==> config.mk <==
export PLATFORM = sky130hd
export DESIGN_NAME = serword_rx
export DESIGN_NICKNAME = d
export VERILOG_FILES = /design/src/rtl/serword_rx.sv
export SDC_FILE = /design/constraint.sdc
export NUM_CORES = 1
export LEC_CHECK = 0
export BUFFER_PORTS_ARGS = -buffer_cell sky130_fd_sc_hd__buf_2
export CORE_ASPECT_RATIO = 0.8
export CORE_MARGIN = 2
export CORE_UTILIZATION = 59
export CTS_CLUSTER_SIZE = 25
export DETAILED_ROUTE_END_ITERATION = 8
export PLACE_DENSITY = 0.82
export REMOVE_ABC_BUFFERS = 1
export SLEW_MARGIN = 25
export SYNTH_ARGS = -nofsm -noshare
export SYNTH_HDL_FRONTEND = slang
export SYNTH_SLANG_ARGS = --single-unit
==> constraint.sdc <==
create_clock -name clk -period 4.05 [get_ports clk]
set_clock_uncertainty 0.05 [all_clocks]
set_input_delay 0.405 -clock clk [delete_from_list [all_inputs] [get_ports clk]]
set_output_delay 0.405 -clock clk [all_outputs]
set_load 0.005 [all_outputs]
==> src/rtl/serword_rx.sv <==
// Receive-side deserializer for the counter-snapshot serial link: rebuilds MSB-first
// words from an oversampled bit clock and reports the mod-2^WIDTH delta to the previous word.
//
// state | meaning
// HUNT  | after reset, wait for an idle gap before trusting bit edges
// IDLE  | between frames, next edge starts a word
// RECV  | shifting bits in, counting to WIDTH
// DONE  | word delivered, expecting an idle gap
// ERR   | overlong frame, ignore edges until an idle gap
module serword_rx #(
  parameter int WIDTH = 30,
  parameter int GAP   = 4096,
  parameter int CW    = 13
) (
  input  logic             clk,
  input  logic             reset,
  input  logic             sclk,
  input  logic             sdin,
  output logic [WIDTH-1:0] word,
  output logic [WIDTH-1:0] delta,
  output logic             valid,
  output logic             first,
  output logic             ferr
);

  localparam int BW = $clog2(WIDTH + 1);

  typedef enum logic [2:0] {HUNT, IDLE, RECV, DONE, ERR} state_t;

  state_t           state, state_nxt;
  logic             sc_s1, sc_s2, sc_s3, sd_s1, sd_s2;
  logic             sedge, gap;
  logic [CW-1:0]    gcnt;
  logic [BW-1:0]    bitcnt;
  logic [WIDTH-2:0] shreg;
  logic [WIDTH-1:0] prev, assembled;
  logic             seen;
  logic             start, shift, complete, ferr_nxt;

  always_ff @(posedge clk or posedge reset) begin
    if (reset) begin
      sc_s1 <= 1'b0;
      sc_s2 <= 1'b0;
      sc_s3 <= 1'b0;
      sd_s1 <= 1'b0;
      sd_s2 <= 1'b0;
    end else begin
      sc_s1 <= sclk;
      sc_s2 <= sc_s1;
      sc_s3 <= sc_s2;
      sd_s1 <= sdin;
      sd_s2 <= sd_s1;
    end
  end

  assign sedge = sc_s2 & ~sc_s3;

  // Counter saturates at GAP so the terminal compare at GAP-1 fires once per idle period.
  always_ff @(posedge clk or posedge reset) begin
    if (reset)                  gcnt <= '0;
    else if (sedge)             gcnt <= '0;
    else if (gcnt != CW'(GAP))  gcnt <= gcnt + 1'b1;
  end

  assign gap       = (gcnt == CW'(GAP - 1)) & ~sedge;
  assign assembled = {shreg, sd_s2};

  always_ff @(posedge clk or posedge reset) begin
    if (reset) state <= HUNT;
    else       state <= state_nxt;
  end

  always_comb begin
    state_nxt = state;
    case (state)
      HUNT: if (gap) state_nxt = IDLE;
      IDLE: if (sedge) state_nxt = RECV;
      RECV: begin
        if (sedge && bitcnt == BW'(WIDTH - 1)) state_nxt = DONE;
        else if (gap)                          state_nxt = IDLE;
      end
      DONE: begin
        if (gap)        state_nxt = IDLE;
        else if (sedge) state_nxt = ERR;
      end
      ERR:  if (gap) state_nxt = IDLE;
      default: state_nxt = HUNT;
    endcase
  end

  always_comb begin
    start    = (state == IDLE) & sedge;
    shift    = (state == RECV) & sedge;
    complete = shift & (bitcnt == BW'(WIDTH - 1));
    ferr_nxt = ((state == RECV) & gap) | ((state == DONE) & sedge);
  end

  always_ff @(posedge clk or posedge reset) begin
    if (reset) begin
      shreg  <= '0;
      bitcnt <= '0;
      prev   <= '0;
      word   <= '0;
      delta  <= '0;
      valid  <= 1'b0;
      first  <= 1'b0;
      ferr   <= 1'b0;
      seen   <= 1'b0;
    end else begin
      valid <= complete;
      first <= complete & ~seen;
      ferr  <= ferr_nxt;
      if (start) begin
        shreg  <= {{(WIDTH-2){1'b0}}, sd_s2};
        bitcnt <= BW'(1);
      end else if (shift) begin
        shreg  <= assembled[WIDTH-2:0];
        bitcnt <= bitcnt + 1'b1;
      end
      if (complete) begin
        word  <= assembled;
        delta <= assembled - prev;
        prev  <= assembled;
        seen  <= 1'b1;
      end
    end
  end

endmodule

---- After elaboration in Yosys (flattened, before gate mapping) ----
Index checks and enable logic that the tools add are counted.
cells by class
  $add $sub $neg .......................... 3
  eq/ne operators ......................... 9
  muxes and demuxes ....................... 12
  bitwise gates (word level) .............. 12
  reductions and logical operators ........ 6
operator list
  cell                   count
  $mux 29                2
  $sub 30x30->30         1
  $mux 13                2
  $mux 3                 5
  $add 13x1->13 const B  1
  $eq 13x12->1 const B   1
  $ne 13x13->1 const B   1
  $pmux 3 s4             1
  $mux 5                 2
  $and 1x1->1            8
  $eq 3x2->1 const B     2
  $add 5x1->5 const B    1
  $eq 5x5->1 const B     1
  $reduce_bool 2->1      2
  $eq 3x1->1 const B     1
  $eq 3x3->1 const B     1
  $logic_not 3->1        1
  $ne 3x3->1 const B     1
  $not 1->1              3
  $ne 2x2->1 const B     1
  $reduce_and 2->1       1
  $reduce_or 2->1        1
  $logic_and 1x1->1      1
  $or 1x1->1             1
word-level totals
  register bits after elaboration ......... 119
  input port bits ......................... 4
  output and inout port bits .............. 63
  word-level logic and storage cells ...... 57

---- Depth between registers and ports, before layout ----
Gate-level depths: netlist of run 1.
  depth in word-level cells ............... 7
  gate-level depth with buffers ........... 12
  depth with buffers taken out ............ 12

---- Worst setup path before layout of run 1 ----
No wires, ideal clock.
  path type ............................... flip-flop to flip-flop
  start point ............................. register sd_s2
  end point ............................... register delta[28]
  setup time .............................. 0.121 ns
  data arrival time ....................... 2.326 ns
  data required time ...................... 3.879 ns
  slack ................................... 1.553 ns
  stages on the path, launching flop included .. 13
  buffers on the path ..................... 0
  clock period less this slack ............ 2.497 ns
  path through ............................ dfrtp_1 inv_1 ha_1 inv_1 fa_1 a211oi_1 o21ai_1 o211ai_2 a2111oi_4 nor3_2 nor3_2 mux2i_1 o22a_1
on the way
  cells in the longest elaborated chain, start to end .. 1
ends and longest elaborated chain
  what                      line  RTL
  start: declaration        31    logic sc_s1, sc_s2, sc_s3, sd_s1, sd_s2;
  start signal: assignment  52    sd_s2 <= sd_s1;
  $sub 30x30->30            122   delta <= assembled - prev;
  end signal: assignment    122
  end: declaration          20    output logic [WIDTH-1:0] delta,
No other way between the ends.
A chain may end at the register's enable or synchronous reset.

---- Final worst setup path of run 1 ----
  start point ............................. register sd_s2
  end point ............................... register delta[24]
The elaborated chain is that of the path after synthesis.

==> flow_metrics.py, run 1 <==
metrics = {
    "clock_network": {
        "cts_resized": 0,
        "cts.reportedPaths.clkPinSlew_ns": 0.05,
        "postCtsSetupBuffers": 0,
        "cts_tree": "built",
        "postCtsHoldBufs": 0,
        "worst_skew_pair.late_latency_ns": 0.41,
        "cts_sinks": 119,
        "clock_path_buffers": 2,
        "root_buffer": "clkbuf_16",
        "cts-buffers-inserted": 17,
        "htree_levels": 4,
    },
    "yosys": {
        "synth-seq-cells": 119,
        "yosysMostFrequentCell": "dfrtp_1",
        "yosys_warnings": 0,
        "synthTopCellsByCount": "119 x dfrtp_1, 96 x nand2_1, 70 x o21ai_0",
        "netlist_area_sq_um": 6030,
        "ys_seq_area_share_pct": 49.4,
        "netlist.area_leader.share_pct": 49.4,
        "synth-edff-count": 0,
        "synth_area_leaders": "dfrtp_1 49%, ha_1 6.8%, nand2_1 6.0%",
        "ys_dominant_reg_cell": "dfrtp_1",
        "synth.distinct_cells": 49,
        "async_reset_ff_share_pct": 100,
        "avgSynthCellArea_sq_um": 9.54,
        "synthCells": 632,
        "synth_area_leader_cell": "dfrtp_1",
    },
    "final_layout": {
        "nFillCells": 731,
        "antennaDiodeCount": 0,
        "fin_area_sq_um": 7050,
        "final_nets": 736,
        "final_util_pct": 71.9,
        "syn_to_final_growth_pct": 17.0,
        "drive_above_1_share_pct": 16.0,
    },
    "setup_path": {
        "ff2ff_path_depth": 12,
        "end_kind": "flip-flop",
        "critPathLaunchType": "flip-flop",
        "r2r_end": "delta[24]",
        "worstPathArrival_ns": 3.15,
        "critical_path_class": "flip-flop to flip-flop",
        "crit_end": "delta[24]",
        "r2r_start": "sd_s2",
        "critPathMaxFanout": 5,
        "ff2ff_setup_slack_ns": 1.17,
        "crit_start": "sd_s2",
        "worstPathRequired_ns": 4.32,
    },
    "place": {
        "routabilityCongestion": 0.917,
        "dp_hpwl_mm": 9.11,
        "preCtsSetupSlack_ns": 1.18,
        "port_buffers": 66,
        "place_area_sq_um": 6500,
    },
    "global_routing": {
        "grt_antenna_before_repair": 0,
        "grt_util_all_layers_pct": 26.1,
        "grt_use_met1_pct": 35.2,
        "use_met2_pct": 40.4,
        "grt_pass1_vias": 4700,
        "grt_use_met3_pct": 6.80,
        "grt_pass1_wl_mm": 22.2,
        "grt_overflow": 0,
        "grt_max_degree": 74,
        "busiest_layer": "met2",
    },
    "detailed_routing": {
        "drc": 0,
        "vias": 4895,
        "drtPass1Iterations": 5,
        "wl_mm": 13.3,
        "wire_per_inst_um": 15.8,
        "drt_iter0_markers": 416,
        "ant_nets": 0,
        "vias_per_cell": 5.80,
    },
    "timing": {
        "period_share_pct": 71.2,
        "post-route-min-period_ns": 2.88,
        "setup_tns_ns": 0,
        "worst_pin_slew_ns": 0.894,
        "rsz0062_at_grt": "no",
        "slew_violations": 0,
        "finalSetupViolCount": 0,
        "hold_viol_final": 0,
        "worst_hold_slack_ns": 0.0520,
        "clock.fmax_mhz": 347,
        "fin_ws_ns": 1.17,
        "slew_headroom_pct": 40.4,
    },
    "run": {
        "maxCapViolCount": 0,
    },
    "floorplan": {
        "dieArea_sq_um": 11000,
        "core-area_sq_um": 9810,
        "die_w_um": 117,
        "die_h_um": 94.4,
        "ioPinCount": 67,
        "start_util_pct": 61.5,
        "num_rows": 32,
    },
    "power": {
        "p_leak_nw": 3.58,
        "power.density_nw_per_um2": 387,
        "ir_drop_v": 0.000290,
    },
    "status": {
        "status": "finished clean",
    },
    "min_path": {
        "hp-class": "input port to flip-flop",
    },
}
[power by group]
group	switching, W	total [W]	leakage, nW	internal [W]
Combinational	0.0000449	0.0000714	1.66	0.0000265
Clock	0.000494	0.00143	0.273	0.000940
Sequential	0.0000189	0.00123	1.65	0.00121
Total	0.000558	0.00273	3.58	0.00217
[worst max-delay path, stage by stage (launching register included)]
cell and delay (ns):
dfrtp_1 0.35, inv_1 0.09, ha_1 0.19, inv_1 0.06, fa_1 0.42, a211oi_1 0.38
o21ai_1 0.14, o211ai_2 0.12, a2111oi_4 0.11, nor3_2 0.42, o21ai_1 0.15, xnor2_1 0.14
o21ai_0 0.16
[layer usage]
metal / part of all wire, % / routed length, um
met1: 46 / 6180
met2: 45 / 5940
met3: 6.7 / 894
met4: 2.2 / 286
met5: 0 / 0
[through the flow]
stage	total power, W	instances
floorplan	0.00130	604
global placement	0.00131	815
detailed placement	0.00132	815
CTS	0.00274	844
global route	0.00281	844
finish	0.00273	844
[logic make-up (layout without fill, tap and decap cells)]
kind of cell    after synthesis  after routing  synth area share (%)
simple gates                198            198                  15.1
compound gates              171            171                  17.9
flops                       119            119                  49.4
buf+inv                      69            145                  4.38
xor+xnor                     39             39                  5.67
fa+ha+maj                    34             34                  7.18
mux                           2              2                 0.353
[how the worst min path moves through the flow]
| stage | startpoint | cells past startpoint | to | slack [ns] |
|---|---|---|---|---|
| floorplan | sc_s1 | 0 | sc_s2 | 0.28 |
| global placement | sd_s1 | 0 | sd_s2 | 0.28 |
| detailed placement | sd_s1 | 0 | sd_s2 | 0.29 |
| CTS | sdin | 1 | sd_s1 | 0.05 |
| global route | sdin | 1 | sd_s1 | 0.04 |
| finish | sdin | 1 | sd_s1 | 0.05 |
[sequential cells by signal, summed over array words and instances (netlist names)]
signal  cells
bitcnt      5
sd_s2       1
sc_s2       1
first       1
sd_s1       1
valid       1
state       3
ferr        1
sc_s1       1
seen        1
shreg      29
delta      30
prev       30
sc_s3       1
gcnt       13
[cell usage in the layout, fill, tap and decap left out, types with 18 or more instances in the layout]
cell type / n
inv_1: 39
dfrtp_1: 119
xor2_1: 18
buf_2: 66
o21ai_0: 70
a22o_1: 24
ha_1: 33
a21oi_1: 33
nor2_1: 31
xnor2_1: 21
nand2_1: 96
[final cells by class]
class	instances	area, sq um	area share (%)
clock buffers	25	485	6.88
clock inverters	4	70.1	0.993
inverters	41	156	2.22
multi-input cells	444	2800	39.6
flip-flops and latches	119	2980	42.2
well taps	136	170	2.41
repair buffers	75	398	5.64
(Power assumes the default switching activity.)
==> inputs of run 2 (changes only) <==
--- a/config.mk
+++ b/config.mk
@@ -8,10 +8,10 @@
 export BUFFER_PORTS_ARGS = -buffer_cell sky130_fd_sc_hd__buf_2
 export CORE_ASPECT_RATIO = 0.8
 export CORE_MARGIN = 2
-export CORE_UTILIZATION = 59
+export CORE_UTILIZATION = 53
 export CTS_CLUSTER_SIZE = 25
 export DETAILED_ROUTE_END_ITERATION = 8
-export PLACE_DENSITY = 0.82
+export PLACE_DENSITY = 0.78
 export REMOVE_ABC_BUFFERS = 1
 export SLEW_MARGIN = 25
 export SYNTH_ARGS = -nofsm -noshare
==> constraint.sdc (replaced) <==
create_clock -name clk -period 2.35 [get_ports clk]
set_clock_uncertainty 0.05 [all_clocks]
set_input_delay 0.235 -clock clk [delete_from_list [all_inputs] [get_ports clk]]
set_output_delay 0.235 -clock clk [all_outputs]
set_load 0.005 [all_outputs]
==> flow_metrics.py, run 2 (synthesis gave the netlist of run 1 again) <==
metrics = {
    "final_layout": {
        "final_nets": 808,
        "fin_area_sq_um": 7910,
        "layout_commonest_cell": "dfrtp_1",
        "drive_above_1_share_pct": 28.6,
        "final_cell_mix": "119 x dfrtp_1, 96 x nand2_1, 73 x buf_4, 66 x buf_2, 62 x o21ai_0",
        "syn_to_final_growth_pct": 31.2,
        "largestRegisters": "delta x30, prev x30, shreg x29",
        "antennaDiodeCount": 0,
    },
    "timing": {
        "period_share_pct": 105,
        "hold_viol_final": 0,
        "clock.fmax_mhz": 406,
        "rsz0062_at_grt": "yes",
        "setup_tns_ns": -0.631,
        "post-route-min-period_ns": 2.46,
        "worst_pin_slew_ns": 0.575,
        "slew_violations": 0,
        "slew_headroom_pct": 61.6,
        "finalSetupViolCount": 12,
        "fin_ws_ns": -0.112,
        "worst_hold_slack_ns": 0.245,
    },
    "place": {
        "routabilityCongestion": 0.866,
        "dp_hpwl_mm": 9.99,
        "port_buffers": 66,
        "place_area_sq_um": 7010,
    },
    "detailed_routing": {
        "wire_per_inst_um": 16.1,
        "vias": 5197,
        "drt_iter0_markers": 322,
        "ant_nets": 0,
        "drc": 0,
        "wl_mm": 14.9,
        "drtPass1Iterations": 7,
        "vias_per_cell": 5.61,
    },
    "setup_path": {
        "critPathMaxFanout": 5,
        "ff2ff_path_depth": 13,
        "crit_family": "compound AO/OA/AOI/OAI gates",
        "worstPathRequired_ns": 2.58,
        "slowest_delay_ns": 0.37,
        "critical_path_class": "flip-flop to flip-flop",
        "crit_chain": "inv_2 > ha_4 > inv_2 > fa_2 > a211oi_4 > o21ai_1 > o211ai_2 > a2111oi_4 > nor3_2 > buf_6 > o21ai_4 > xnor2_2 > o21ai_1",
        "end_kind": "flip-flop",
        "worstPathArrival_ns": 2.69,
        "r2r_end": "delta[24]",
        "ff2ff_setup_slack_ns": -0.11,
        "crit_slowest_cell": "dfrtp_1",
        "path_buf_inv": 3,
        "critPathLaunchType": "flip-flop",
        "r2r_start": "sd_s2",
    },
    "floorplan": {
        "die_h_um": 99.4,
        "core-area_sq_um": 11000,
        "dieArea_sq_um": 12300,
        "ioPinCount": 67,
        "die_w_um": 123,
        "num_rows": 34,
        "start_util_pct": 54.9,
    },
    "clock_network": {
        "clock_path_buffers": 2,
        "root_buffer": "clkbuf_16",
        "cts_tree": "built",
        "htree_levels": 4,
        "cts.reportedPaths.clkPinSlew_ns": 0.05,
        "cts-buffers-inserted": 17,
        "cts_sinks": 119,
        "worst_skew_pair.late_latency_ns": 0.42,
    },
    "power": {
        "power.density_nw_per_um2": 602,
        "ir_drop_v": 0.000456,
        "p_leak_nw": 3.98,
    },
    "global_routing": {
        "grt_antenna_before_repair": 0,
        "grt_util_all_layers_pct": 25.3,
        "grt_pass1_vias": 5026,
        "grt_pass1_wl_mm": 24.3,
        "grt_overflow": 0,
        "grt_max_degree": 63,
    },
    "run": {
        "maxCapViolCount": 0,
    },
    "status": {
        "violations": "negative setup slack",
        "status": "finished, violations left",
    },
    "min_path": {
        "hp-class": "input port to asynchronous set/reset pin",
    },
}
[run 2: final cells by class]
cell class | count | area [sq um]
Inverter | 41 | 156
Tap cell | 144 | 180
Clock inverter | 9 | 100
Timing Repair Buffer | 147 | 982
Clock buffer | 23 | 468
Sequential cell | 119 | 2980
Fill cell | 796 | 3060
Multi-Input combinational cell | 444 | 3050
[run 2: worst max-delay path by stage]
| stage | endpoint | cells past startpoint | start |
|---|---|---|---|
| after detailed placement | delta[24] | 13 | sd_s2 |
| after floorplan | delta[28] | 6 | state[2] |
| after global routing | delta[26] | 12 | prev[0] |
| final | delta[24] | 13 | sd_s2 |
| after global placement | delta[24] | 13 | sd_s2 |
| after CTS | delta[28] | 12 | prev[0] |
[run 2: worst reg2reg max path: stages, from the launching register on]
cell and delay (ns):
dfrtp_1 0.37, inv_2 0.08, ha_4 0.14, inv_2 0.03
fa_2 0.36, a211oi_4 0.27, o21ai_1 0.11, o211ai_2 0.13
a2111oi_4 0.12, nor3_2 0.19, buf_6 0.17, o21ai_4 0.07
xnor2_2 0.19, o21ai_1 0.07
[run 2: through the flow]
step                instances  power (W)  util, %  setup slack [ns]
global route              927    0.00490     72.1            -0.232
detailed placement        887    0.00228     63.9            -0.265
floorplan                 604    0.00224        -             -2.98
finish                    927    0.00476     72.1            -0.112
global placement          887    0.00227     63.9            -0.189
CTS                       924    0.00478     70.5           -0.0851
[run 2: power breakdown]
part,switching [W],total [W],internal [W]
clock network,0.000903,0.00251,0.00160
logic,0.0000832,0.000138,0.0000548
registers,0.0000345,0.00211,0.00208
total,0.00102,0.00476,0.00374
[run 2: routing by layer]
metal | vias up | track usage [%] | routed length [um]
li1 | 2480 | - | -
met1 | 2534 | 35.2 | 6950
met2 | 154 | 39.6 | 6920
met3 | 29 | 5.62 | 802
met4 | 0 | 8.22 | 259
met5 | - | 0 | 0
[run 2: repair_timing]
action                     4_1_cts  5_1_grt
resized for setup               25       34
hold buffers                     3        0
setup endpoints to repair       20       21
cloned                           0        0
buffers inserted                 2        3
hold endpoints to repair        16        0
pin swaps                       19       27
==> inputs of run 3 (changes only) <==
--- a/config.mk
+++ b/config.mk
@@ -11,7 +11,7 @@
 export CORE_UTILIZATION = 53
 export CTS_CLUSTER_SIZE = 25
 export DETAILED_ROUTE_END_ITERATION = 8
-export PLACE_DENSITY = 0.78
+export PLACE_DENSITY = 0.76
 export REMOVE_ABC_BUFFERS = 1
 export SLEW_MARGIN = 25
 export SYNTH_ARGS = -nofsm -noshare
==> flow_metrics.py, run 3 (synthesis gave the netlist of run 1 again) <==
metrics = {
    "power": {
        "power.share.clock_pct": 52.0,
        "p_leak_nw": 4.06,
        "switching_share_pct": 21.8,
        "ir_drop_v": 0.000472,
        "intPower_w": 0.00368,
        "power.density_nw_per_um2": 584,
        "combPwrFrac_pct": 3.0,
        "power.switching_w": 0.00102,
        "p_seq_share_pct": 45.0,
    },
    "final_layout": {
        "syn_to_final_growth_pct": 33.5,
        "fin_area_sq_um": 8050,
        "antennaDiodeCount": 0,
        "nFillCells": 772,
        "drive_above_1_share_pct": 30.4,
        "final_nets": 821,
        "final_cell_mix": "119 x dfrtp_1, 95 x nand2_1, 88 x buf_4, 66 x buf_2, 58 x o21ai_0",
        "largestRegisters": "delta x30, prev x30, shreg x29",
        "layout_commonest_cell": "dfrtp_1",
    },
    "status": {
        "violations": "negative setup slack",
        "status": "finished, violations left",
    },
    "global_routing": {
        "grt_util_all_layers_pct": 27.2,
        "grt_antenna_before_repair": 0,
        "grt_max_degree": 48,
        "grt_pass1_vias": 5357,
        "grt_pass1_wl_mm": 25.7,
        "grt_overflow": 0,
    },
    "detailed_routing": {
        "drtPass1Iterations": 5,
        "wl_mm": 15.8,
        "wire_per_inst_um": 16.8,
        "vias": 5280,
        "drc": 0,
        "vias_per_cell": 5.62,
        "drt_iter0_markers": 311,
        "ant_nets": 0,
    },
    "clock_network": {
        "worst_skew_pair.late_latency_ns": 0.42,
        "htree_levels": 4,
        "cts.reportedPaths.clkPinSlew_ns": 0.06,
        "clock_path_buffers": 2,
        "cts_sinks": 119,
        "root_buffer": "clkbuf_16",
        "cts_tree": "built",
        "cts-buffers-inserted": 17,
    },
    "timing": {
        "finalSetupViolCount": 17,
        "fin_ws_ns": -0.221,
        "post-route-min-period_ns": 2.57,
        "period_share_pct": 109,
        "hold_viol_final": 0,
        "worst_hold_slack_ns": 0.310,
        "rsz0062_at_grt": "yes",
        "worst_pin_slew_ns": 0.558,
        "slew_headroom_pct": 62.8,
        "clock.fmax_mhz": 389,
        "slew_violations": 0,
    },
    "setup_path": {
        "worstPathRequired_ns": 2.59,
        "critPathLaunchType": "flip-flop",
        "critical_path_class": "flip-flop to flip-flop",
        "worstPathArrival_ns": 2.81,
        "end_kind": "flip-flop",
        "critPathMaxFanout": 5,
    },
    "place": {
        "port_buffers": 66,
        "place_area_sq_um": 6990,
        "routabilityCongestion": 0.859,
        "dp_hpwl_mm": 10.2,
    },
    "floorplan": {
        "num_rows": 34,
        "ioPinCount": 67,
        "start_util_pct": 54.9,
        "dieArea_sq_um": 12300,
        "die_h_um": 99.4,
        "core-area_sq_um": 11000,
        "die_w_um": 123,
    },
    "min_path": {
        "hp-class": "input port to asynchronous set/reset pin",
    },
    "run": {
        "maxCapViolCount": 0,
    },
}
-- run 3: stage by stage --
step	power (W)	setup slack, ns	utilization, %	instances	setup TNS (ns)
global route	0.00485	-0.336	73.3	939	-4.23
global placement	0.00227	-0.197	63.7	886	-2.19
CTS	0.00472	-0.0694	71.7	930	-0.248
finish	0.00470	-0.221	73.3	939	-2.05
detailed placement	0.00228	-0.309	63.7	886	-4.25
floorplan	0.00224	-2.98	-	604	-319.89
-- run 3: worst paths after layout --
kind                                  end  depth (start not counted)  startpoint  slack, ns
worst min register to register      sd_s2                          0       sd_s1       0.31
worst max register to register  delta[24]                         13       sd_s2      -0.22
max in group asynchronous       delta[22]                          4       reset       1.04
worst max-delay path            delta[24]                         13       sd_s2      -0.22
min in group clk                    sd_s2                          0       sd_s1       0.31
worst min-delay path             delta[0]                          3       reset       0.31
-- run 3: power groups by stage --
stage | combinational (W) | clock, W | sequential, W
global route | 0.000165 | 0.00256 | 0.00212
global placement | 0.000124 | 0 | 0.00214
CTS | 0.000139 | 0.00247 | 0.00212
finish | 0.000140 | 0.00244 | 0.00212
floorplan | 0.0000963 | 0 | 0.00214
detailed placement | 0.000133 | 0 | 0.00215
-- run 3: area by class of cell --
cell class              instances  area, sq um  area share, %
clock buffers                  22          484           6.01
well taps                     144          180           2.24
flip-flops and latches        119         2980           37.0
clock inverters                 9         75.1          0.933
inverters                      41          156           1.94
repair buffers                160         1070           13.3
multi-input cells             444         3100           38.6
-- run 3: routing by layer --
layer / share of wire [%] / vias to the layer above / GRT usage [%]
li1: - / 2505 / -
met5: 0 / - / 0
met3: 5.6 / 29 / 6.36
met1: 44 / 2565 / 36.1
met4: 1.6 / 0 / 10.9
met2: 49 / 181 / 43.0
-- run 3: worst max-delay path: stages, from the launching register on --
cell and delay (ns):
dfrtp_1 0.37, inv_2 0.08, ha_4 0.14, inv_2 0.04
fa_2 0.40, a211oi_4 0.30, o21ai_1 0.12, o211ai_2 0.14
a2111oi_4 0.13, nor3_4 0.17, buf_12 0.15, o21ai_4 0.06
xnor2_2 0.18, o21ai_1 0.10
-- run 3: what timing repair did --
item	in CTS	in global routing
hold buffers	3	0
setup buffers	12	11
setup endpoints to repair	21	21
endpoints found under the hold margin	30	0
pin swaps	29	15
gates cloned	0	0
gates resized for setup	41	25
